[src/rtl/lunc_mc.sv]
// lunc_mc: multi-channel escape-driven case transformer with one-cycle registered output.
module lunc_mc #(
  parameter int          CHAN_W   = 2,
  parameter logic [7:0]  ESC_CHAR = 8'h1b,
  localparam int         CHANNELS = 2**CHAN_W
) (
  input  logic                clk_i,
  input  logic                rst_i,
  input  logic                in_valid_i,
  output logic                in_ready_o,
  input  logic [CHAN_W-1:0]   in_chan_i,
  input  logic [7:0]          in_data_i,
  output logic                out_valid_o,
  input  logic                out_ready_i,
  output logic [CHAN_W-1:0]   out_chan_o,
  output logic [7:0]          out_data_o,
  input  logic                err_clr_i,
  output logic [CHANNELS-1:0] cmd_err_o,
  output logic [CHANNELS-1:0] esc_pend_o
);
  typedef enum logic [1:0] {M_N, M_L, M_U, M_C} mode_e;
  mode_e               mode_q [CHANNELS];
  mode_e               mode_d [CHANNELS];
  logic [CHANNELS-1:0] esc_q, esc_d, err_q, err_d;
  logic                ov_q, ov_d;
  logic [7:0]          od_q, od_d;
  logic [CHAN_W-1:0]   oc_q, oc_d;
  logic                acc, cur_esc, is_up, is_lo, is_cmd, emit, bad;
  mode_e               cur_mode, cmd_mode;
  logic [7:0]          xf;
  assign in_ready_o  = !ov_q || out_ready_i;
  assign acc         = in_valid_i && in_ready_o;
  assign cur_mode    = mode_q[in_chan_i];
  assign cur_esc     = esc_q[in_chan_i];
  assign is_up       = in_data_i >= 8'h41 && in_data_i <= 8'h5a;
  assign is_lo       = in_data_i >= 8'h61 && in_data_i <= 8'h7a;
  assign xf          = (cur_mode == M_L || cur_mode == M_C) && is_up ? in_data_i + 8'h20 :
                       (cur_mode == M_U || cur_mode == M_C) && is_lo ? in_data_i - 8'h20 : in_data_i;
  assign cmd_mode    = in_data_i == 8'h4c ? M_L : in_data_i == 8'h55 ? M_U :
                       in_data_i == 8'h43 ? M_C : M_N;
  assign is_cmd      = in_data_i == 8'h4e || in_data_i == 8'h4c || in_data_i == 8'h55 || in_data_i == 8'h43;
  // An escaped ESC is the only escaped byte that produces output.
  assign emit        = acc && (cur_esc ? in_data_i == ESC_CHAR : in_data_i != ESC_CHAR);
  assign bad         = acc && cur_esc && !is_cmd && in_data_i != ESC_CHAR;
  assign out_valid_o = ov_q;
  assign out_data_o  = od_q;
  assign out_chan_o  = oc_q;
  assign cmd_err_o   = err_q;
  assign esc_pend_o  = esc_q;
  always_comb begin
    mode_d = mode_q;
    esc_d  = esc_q;
    err_d  = err_clr_i ? '0 : err_q;
    ov_d   = emit ? 1'b1 : out_ready_i ? 1'b0 : ov_q;
    od_d   = emit ? (cur_esc ? ESC_CHAR : xf) : od_q;
    oc_d   = emit ? in_chan_i : oc_q;
    if (acc) begin
      esc_d[in_chan_i] = !cur_esc && in_data_i == ESC_CHAR;
      if (cur_esc && is_cmd) mode_d[in_chan_i] = cmd_mode;
      if (bad) err_d[in_chan_i] = 1'b1;
    end
  end
  always_ff @(posedge clk_i) begin
    if (rst_i) begin
      for (int i = 0; i < CHANNELS; i++) mode_q[i] <= M_N;
      esc_q <= '0;
      err_q <= '0;
      ov_q  <= 1'b0;
      od_q  <= 8'h00;
      oc_q  <= '0;
    end else begin
      mode_q <= mode_d;
      esc_q  <= esc_d;
      err_q  <= err_d;
      ov_q   <= ov_d;
      od_q   <= od_d;
      oc_q   <= oc_d;
    end
  end
endmodule

[config.mk]
export PLATFORM = sky130hd
export DESIGN_NAME = lunc_mc
export DESIGN_NICKNAME = d
export VERILOG_FILES = /design/src/rtl/lunc_mc.sv
export SDC_FILE = /design/constraint.sdc
export NUM_CORES = 1
export LEC_CHECK = 0
export ABC_AREA = 0
export CAP_MARGIN = 20
export CELL_PAD_IN_SITES_DETAIL_PLACEMENT = 1
export CELL_PAD_IN_SITES_GLOBAL_PLACEMENT = 1
export CORE_AREA = 8 8 69 76
export DETAILED_ROUTE_END_ITERATION = 16
export DIE_AREA = 0 0 77 84
export PLACE_DENSITY_LB_ADDON = 0.1
export SYNTH_ARGS = -nofsm -noshare
export SYNTH_HDL_FRONTEND = slang
export SYNTH_SLANG_ARGS = --single-unit
[constraint.sdc]
create_clock -name clk_i -period 3.05 [get_ports clk_i]
set_input_delay 0.305 -clock clk_i [delete_from_list [all_inputs] [get_ports clk_i]]
set_output_delay 0.305 -clock clk_i [all_outputs]
set_load 0.01 [all_outputs]
== Word-level counts from Yosys, hierarchy flattened ==
Index checks and enable logic that the tools add are counted.
Word-level totals
  flip-flop bits (word level): 27
  word-level logic and storage cells: 77
Cells by class
  add/subtract/negate cells: 2
  $lt $le $gt $ge: 8
  equal/unequal tests: 9
  multiplexer cells: 23
  bitwise logic cells: 2
  reductions and logical operators: 24
Operator list (count)
  equality test 8 x 7 -> 1 bit (second input constant): 4
  two-way mux 8 bit: 3
  greater-or-equal comparator 8 x 7 -> 1 bit (second input constant): 2
  less-or-equal comparator 8 x 7 -> 1 bit (second input constant): 2
  logical AND 1 bit: 13
  two-way mux 2 bit: 6
  two-way mux 4 bit: 3
  adder 8 x 6 -> 8 bit (second input constant): 1
  bitwise mux 8 bit: 1
  equality test 8 x 5 -> 1 bit (second input constant): 1
  inequality test 8 x 5 -> 1 bit (second input constant): 1
  subtractor 8 x 6 -> 8 bit (second input constant): 1
  logical OR 1 bit: 6
  two-way mux 1 bit: 5
  binary-select mux 2 bit (select 2 bit): 1
  bitwise mux 4 bit: 1
  demux 2 bit (select 2 bit): 1
  equality test 2 bit (second input constant): 2
  bitwise OR 4 bit: 1
  greater-or-equal comparator 3 bit (second input constant): 1
  zero test 1 bit: 3
  less-than comparator 2 x 3 -> 1 bit (second input constant): 1
  less-than comparator 3 x 1 -> 1 bit (second input constant): 1
  NOT 2 -> 3 bit: 1
  other kinds (6): 6

== Depth between registers and ports, before layout ==
  depth after elaboration: 10
  gate-level depth with buffers: 9
  gate-level depth less buffers: 8

== Worst setup path after synthesis ==
Ideal clock, no wire load.
  kind: input-to-reg
  start: input in_chan_i[0]
  end: register od_q[2], in the netlist out_data_o[2]
  arrival: 2013 ps
  setup slack: 910 ps
  cell stages on the path: 9
  cells stage by stage: buf_4 > mux4_2 > inv_2 > ha_1 > and3_1 > clkbuf_1 > and3_1 > a21oi_1 > nor2_1
On the way
  cells in the longest elaborated chain, start to end: 10
  elaborated cells on any way between the ends: 18
  classes of those cells: eq/ne (3); mux (9); bitwise (1); reduce/logical (5)
RTL lines
  start: declaration: line 11  | input logic [CHAN_W-1:0] in_chan_i,
  NOT 2 -> 3 bit (not written as such): line 33  | assign cur_mode = mode_q[in_chan_i];
  binary-select mux 2 bit (select 2 bit): line 33
  two-way mux 2 bit (not written as such) (2 in series): line 33
  equality test 2 bit, on equally long branches: line 38, 37
  logical OR 1 bit: line 38  | (cur_mode == M_U || cur_mode == M_C) && is_lo ? in_data_i - 8'h20 : in_data_i;
  logical AND 1 bit: line 38
  two-way mux 8 bit: line 38
  two-way mux 8 bit: line 37  | assign xf = (cur_mode == M_L || cur_mode == M_C) && is_up ? in_data_i + 8'h20 :
  two-way mux 8 bit: line 55  | od_d = emit ? (cur_esc ? ESC_CHAR : xf) : od_q;
  end signal: assignment: line 69  | od_q <= 8'h00;
  end signal: assignment: line 76  | od_q <= od_d;
  end: declaration: line 26  | logic [7:0] od_q, od_d;
Parallel ways exist; a longest one is shown, timed or not. The select of a mux whose other input is x is not followed.
A chain may end at the register's enable or synchronous reset.

== Worst setup path in the final report ==
  start: input in_chan_i[0]
  end: register od_q[7], in the netlist out_data_o[7]
Same word-level chain as after synthesis.

==> metrics.txt <==
status=finished clean; synth top area cells=dfxtp_1, mux2i_1, nor2_1; Worst-Margin Slew=0.4486 ns; Synth cell types=43; DRT iter0 DRCs=64; gr ovfl total=0; Peak VDD IR=0.0001380 V; hold path start=out_chan_o[0]$_SDFFE_PP0P_; setup violators final=0; Place WS=0.4187 ns; area grow syn2layout=27.47%; hold bufs inserted after CTS=0; Max-Cap Viols=0; die height=84 um; Die ar.=6468 sq um; CTS-repair resized insts=0; First-pass DRT Iterations=4; via count=1,382; vias in the first global route=1,427; most frequent cell after synthesis=dfxtp_1; Crit Path Class=in -> reg; clock sink count=27; Synth Instances=173; Yosys top cell area share=35.21%; Post-synth top flop=dfxtp_1; crit-path max FO=12; DR vias/cell=5.377; Final Hold Vio Count=0; Warnings, synthesis=0; post-synthesis cell area=1535 sq um; setup TNS=0 ns; Fin Hold WS=0.4606 ns; core area=3964 sq um; CTS tree=built; Clock Root Buffer=clkbuf_8; WP data required=3.21 ns; # IOs=35; post-DP HPWL=3.308 mm; Final Wtd Congestion=0.7940; Clock Tree Buf Depth=2; Lkg Pwr=0.7148 nW; clock latency on the worst-skew pair=0.27 ns; syn nets=191; number of nets in the layout=224; Pint=0.5148 mW; Slew Limit Fails=0; clock slew at reported path FFs=0.10 ns; CTS buffer count=3; Synth area leader=dfxtp_1; crit share post-route=76.25%; Worst R2R Start=esc_pend_o[3]$_SDFFE_PP0P_; CP startpoint=in_chan_i[0]; power share of the combinational group=17.7%; switching share of power=26.53%; global-route wire length before repair=7.038 mm; fin crit period=2.326 ns; # rows=24; Worst EP arrival=2.49 ns; Initial Utilization=38.73%; post-route cell area=1957 sq um; Total Routed Length=4.189 mm; EDFF count, synth=0; ys async rst share=0%; power density over cell area=358.0 nW/um^2; Worst Skew=0.003309 ns; Critical Path End Type=flip-flop; Sequential Power Share=52.4%; slew margin rel.=69.84%; ANT cells=0; chip width=77 um; unrepaired setup endpoints after global routing=false; GRT Resource Usage Total=13.14%; Seq/Total Area, Yosys=35.21%; element type at the critical path start=primary input; placed instance area=1908 sq um; WL/cell=16.30 um; Clock Power Share=29.9%; largest net degree at the start of global routing=30; f_max=430.0 MHz; post-CTS setup buffers=0; post-synthesis area per instance=8.874 sq um; DRC=0; Psw=0.1859 mW; top cells by count, synth=dfxtp_1, nor2_1, nor3_1; post-route setup slack=0.7244 ns; Fill cells=481; H-tree levels=1; Routed Antenna Nets=0; #FFs+latches synth=27; layout cells sized above 1=11.22%; PortBufs=34; Hold Crit Class=reg -> reg; number of antenna violations at the first check in global routing=0
cell type report:
| class | count | area, sq um | area share [%] |
|---|---|---|---|
| tap | 52 | 65.06 | 3.325 |
| sequential | 27 | 540.5 | 27.62 |
| timing repair buffer | 40 | 385.4 | 19.69 |
| clock buffer | 3 | 41.29 | 2.110 |
| inverter | 3 | 11.26 | 0.5754 |
| multi-input combinational | 131 | 905.9 | 46.29 |
| clock inverter | 1 | 7.507 | 0.3836 |
state kept, by name (all words and copies together) (netlist names):
| register | count |
|---|---|
| out_chan_o | 2 |
| esc_pend_o | 4 |
| mode_q | 8 |
| out_valid_o | 1 |
| cmd_err_o | 4 |
| out_data_o | 8 |
worst paths after layout:
kind         cells after the start                    endpoint  slack, ns
max reg2reg                      6  out_data_o[7]$_SDFFE_PP0P_       0.96
max                              7  out_data_o[7]$_SDFFE_PP0P_       0.72
min                              2  out_chan_o[0]$_SDFFE_PP0P_       0.46
min reg2reg                      2  out_chan_o[0]$_SDFFE_PP0P_       0.46
metrics by stage:
| step | utilization, % | cells | power, mW |
|---|---|---|---|
| floorplan | - | 173 | 0.4438 |
| global placement | 48.14 | 253 | 0.4968 |
| detailed placement | 48.14 | 253 | 0.5008 |
| CTS | 49.37 | 257 | 0.7087 |
| global route | 49.37 | 257 | 0.7373 |
| finish | 49.37 | 257 | 0.7006 |
power by group through the flow:
stage                     logic [mW]  registers (mW)  clock network (mW)
final                          0.124           0.367               0.210
after global routing           0.136           0.369               0.233
after CTS                      0.125           0.368               0.216
after detailed placement       0.125           0.376                   0
after global placement         0.121           0.375                   0
after floorplan               0.0637           0.380                   0
placed cells by master (no fill, tap or decap), types with 2 or more instances in the layout:
master,n
a211oi_1,2
a21oi_1,15
and3_1,2
buf_4,6
clkbuf_8,3
clkdlybuf4s50_1,34
dfxtp_1,27
ha_1,3
inv_1,2
mux2i_1,9
mux4_2,3
nand2_1,12
nand2b_1,11
nand3_1,3
nor2_1,22
nor2b_1,4
nor3_1,16
nor3_4,3
nor4_1,2
o21ai_0,4
or3_1,2
routing by layer:
metal / vias to the layer above / part of all wire [%] / global-route usage [%] / wire, um
met5: - / 0 / 0 / 0
met4: 0 / 0.74 / 3.093 / 31
met3: 4 / 4.9 / 3.664 / 204
met2: 24 / 53 / 24.44 / 2206
met1: 668 / 42 / 14.14 / 1746
li1: 686 / - / - / -
kinds of logic after synthesis:
logic type | share of synthesized area [%]
simple gates | 34.96
compound gates | 11.33
flops | 35.21
buf+inv | 5.785
mux | 10.27
fa+ha+maj | 2.445
worst max-delay path, cell delays in order:
cell,delay [ns]
clkdlybuf4s50_1,0.50
mux4_2,0.64
inv_2,0.09
ha_1,0.16
nand3_1,0.31
a221oi_1,0.38
a211oi_1,0.11
Power figures use the tool's default switching activity.
==> patch 1, RTL diff (config.mk and constraints unchanged) <==
Set the parameter `ESC_CHAR` to 8'h0d (it was 8'h1b).
--- a/src/rtl/lunc_mc.sv
+++ b/src/rtl/lunc_mc.sv
@@ -3,3 +3,3 @@
   parameter int          CHAN_W   = 2,
-  parameter logic [7:0]  ESC_CHAR = 8'h1b,
+  parameter logic [7:0]  ESC_CHAR = 8'h0d,
   localparam int         CHANNELS = 2**CHAN_W
Function: changed (Yosys sat finds a counterexample within 4 cycles, from zero or initial values and one cycle with rst_i high).
==> patch 1 against the unedited design <==
  * Cell area fell by 4.3%
  * Sequential power barely moved
  * Synthesized area fell by 7.3%
  * Synthesized cell count fell by 9.2%
  * Sequential cell count did not move
  * Largest cell class unchanged
  * Power fell by 1.3%
  * Hold slack improved by 0.014 ns
  * Wire length rose by 0.12%
  * Critical endpoint is now out_data_o[5]$_SDFFE_PP0P_
  * Fmax fell by 8.8%
  * Global-route usage rose by 0.17 points
  * Core utilization fell by 2.1 points
  * Clock skew rose by 0.0035 ns
  * Setup slack got worse by 0.23 ns
  * Highest routed layer unchanged
==> patch 1: results (changes against the unedited design) <==
| Metric | Value |
|---|---|
| Seq. pwr | 0.368 mW (about the same) |
| Multiplexer share of the synthesized area | 13.1% (+2.8 points) |
| Hold slack | 0.475 ns (+0.0139 ns) |
| Share of cell area taken by multi-input logic gates | 44.5% (-1.8 points) |
| DRT iter0 DRCs | 51 (-20%) |
| Count of multi-input gates | 120 (-8.4%) |
| Clock buffers | 4 (+1) |
| P_leak | 0.720 nW (+0.69%) |
| First-pass GRT wire length | 7.09 mm (+0.78%) |
| Vias in the first global route | 1441 (+0.98%) |
| Worst-path cell with the longest stage delay | or4b_2 |
| Max incr delay on CP | 0.73 ns (+0.09 ns) |
| Sequential cell area share | 28.9% (+1.2 points) |
| Worst VDD drop | 0.195 mV (+41%) |
| Clock buffers and inverters, area share | 2.40% (-0.089 points) |
| Top Family by Delay on Critical Path | simple AND/OR/NAND/NOR gates |
| Synth unique cells | 45 (+4.7%) |
| R2R depth | 7 (+1) |
| Fin nets | 212 (-5.4%) |
| Layout cell share with drive strength beyond 1 | 9.84% (-1.4 points) |
| Status | completed |
| Wire length per cell | 17.1 µm (+5.0%) |
| Placed wire-length estimate | 3.29 mm (-0.68%) |
| CP arrival | 2.77 ns (+0.28 ns) |
| Fillers | 484 (+0.62%) |
| Signal buffers | 39 (-2.5%) |
| R2R Setup Slk | 1.01 ns (+0.05 ns) |
-- patch 1: changes by cell type after synthesis, moves of 2 or more --
cell | before | now
a21o_1 | 0 | 4
a21oi_1 | 15 | 6
clkbuf_1 | 6 | 4
mux2i_1 | 9 | 13
nand3b_1 | 1 | 5
nor2_1 | 22 | 16
nor2b_1 | 4 | 1
nor3_1 | 16 | 12
nor3_4 | 3 | 0
nor3b_1 | 1 | 7
nor4_1 | 2 | 0
o21ai_0 | 4 | 2
-- patch 1: logic make-up after synthesis --
| family | count (synthesis) |
|---|---|
| AOI/OAI and AO/OA | 24 |
| adders and majority gates | 3 |
| muxes | 16 |
| buffers and inverters | 10 |
| and+or+nand+nor | 77 |
| DFF | 27 |
-- patch 1: per-layer routing --
layer / GRT usage [%] / share of wire (%) / vias up
met1: 15.2 / 45 / 619
met3: 3.23 / 4.5 / 6
li1: - / - / 633
met4: 4.64 / 2.0 / 0
met2: 23.4 / 49 / 26
met5: 0 / 0 / -
==> patch 2, RTL diff (same flow settings) <==
Made on the original files. Put one more register stage on the output `cmd_err_o`, with the module's reset. The value now appears one clock later. The other outputs are not delayed to match.
--- a/src/rtl/lunc_mc.sv
+++ b/src/rtl/lunc_mc.sv
@@ -47,3 +47,9 @@
   assign out_chan_o  = oc_q;
-  assign cmd_err_o   = err_q;
+  always_ff @(posedge clk_i) begin
+    if (rst_i) begin
+      cmd_err_o <= '0;
+    end else begin
+      cmd_err_o <= err_q;
+    end
+  end
   assign esc_pend_o  = esc_q;
Behaviour: not the same (Yosys sat finds a counterexample within 4 cycles, from zero or initial values and one cycle with rst_i high).
==> patch 2 against the unedited design <==
  * Sequential cell count up 4
  * Setup slack worse by 0.32 ns
  * Clock power up 47%
  * Wire length up 6.3%
  * Cell area up 6.8%
  * Synthesized area up 4.2%
  * Non-clock buffer count unchanged
  * Power up 22%
  * Die area unchanged
  * Clock skew up 0.0021 ns
  * Critical path type unchanged
  * Critical endpoint unchanged
  * Largest cell class unchanged
  * Largest power group unchanged
==> patch 2: results (changes against the unedited design) <==
| Metric | Value |
|---|---|
| Seq/Total Area, Yosys | 38.8% (+3.6 points) |
| CP arrival | 2.85 ns (+0.36 ns) |
| Status | completed |
| DP Area | 2010 µm² (+5.3%) |
| Num CTS Buffers | 5 (+2) |
| Final WS setup | 0.409 ns (-0.315 ns) |
| M1 WL | 1.89 mm (+8.2%) |
| Global-route usage over all layers | 14.3% (+1.1 points) |
| R2R Setup Slk | 1.04 ns (+0.08 ns) |
| Worst-path cell with the longest stage delay | or4b_2 |
| Synth unique cells | 45 (+4.7%) |
| Vias per inst | 5.58 (+3.7%) |
| Syn Nets | 182 (-4.7%) |
| Worst-path clk slew | 0.06 ns (-0.04 ns) |
| Synth top area cells | dfxtp_1, mux2i_1, nand2b_1, mux4_1, a21oi_1 |
| Fin cells | 256 (-0.39%) |
| Dpl cells | 248 (-2.0%) |
| Pre-CTS WS | 0.0998 ns (-0.319 ns) |
| Placed wire-length estimate | 3.44 mm (+4.1%) |
| First-pass GRT wire length | 7.50 mm (+6.6%) |
| Max incr delay on CP | 0.69 ns (+0.05 ns) |
| Fin nets | 221 (-1.3%) |
| Worst VDD drop | 0.185 mV (+34%) |
| Top Family by Delay on Critical Path | simple AND/OR/NAND/NOR gates |
| Worst-path maximum fanout | 10 (-2) |
| Worst Max-Slew Pin Slew | 0.589 ns (+0.141 ns) |
| Met3 wire length | 243 µm (+19%) |
| H-tree depth | 2 (+1) |
| P_leak | 0.819 nW (+15%) |
| Final WL | 4.45 mm (+6.3%) |
| Syn Area/Cell | 9.75 µm² (+9.9%) |
| Top cells by count, synth | dfxtp_1, nand2b_1, mux2i_1 |
| Largest net degree at the start of global routing | 17 (-43%) |
| Gpl congestion | 0.872 (+9.8%) |
| Vias in the first global route | 1505 (+5.5%) |
| Hold slack | 0.451 ns (-0.00958 ns) |
| Clock skew | 0.00543 ns (+0.00212 ns) |
| DRT iter0 DRCs | 63 (-1.6%) |
| Met2 wire length | 2.21 mm (+0.27%) |
| Fillers | 473 (-1.7%) |
-- patch 2: power breakdown --
part	internal, mW	switching [mW]
combinational	0.0627	0.0640
sequential	0.415	0.00522
clock	0.160	0.148
-- patch 2: layout make-up --
type | count | area (µm²) | share of cell area (%)
flip-flops and latches | 31 | 621 | 29.7
multi-input cells | 117 | 908 | 43.4
inverters | 8 | 30.0 | 1.44
clock buffers | 7 | 76.3 | 3.65
clock inverters | 1 | 5.00 | 0.239
repair buffers | 40 | 385 | 18.4
well taps | 52 | 65.1 | 3.11
-- patch 2: cell families (layout without fill, tap and decap cells) --
group | Yosys count | after routing | synth area share (%)
muxes | 15 | 15 | 12.2
and+or+nand+nor | 68 | 68 | 25.4
DFF | 31 | 31 | 38.8
AOI/OAI and AO/OA | 31 | 31 | 16.8
adders and majority gates | 3 | 3 | 2.35
buffers and inverters | 16 | 56 | 4.38
-- patch 2: path summary, 6_finish.rpt --
path                                                  from                         end  cells past startpoint
worst max-delay path                          in_data_i[5]  out_data_o[7]$_SDFFE_PP0P_                      7
worst min-delay path                   err_q[2]$_SDFF_PP0_     cmd_err_o[2]$_SDFF_PP0_                      2
worst max register to register  esc_pend_o[3]$_SDFFE_PP0P_  out_data_o[7]$_SDFFE_PP0P_                      6
worst min register to register         err_q[2]$_SDFF_PP0_     cmd_err_o[2]$_SDFF_PP0_                      2
-- patch 2: worst reg2reg max path, stage by stage, from the launching register on --
cell	delay, ns
dfxtp_1	0.33
mux4_2	0.49
inv_1	0.12
ha_1	0.26
and3_1	0.27
a211o_2	0.37
a31oi_1	0.13
-- patch 2: per-layer routing --
| layer | GRT usage [%] | up-vias |
|---|---|---|
| met5 | 0 | - |
| met1 | 16.0 | 681 |
| met2 | 23.7 | 47 |
| met3 | 4.96 | 13 |
| met4 | 6.53 | 0 |
| li1 | - | 687 |
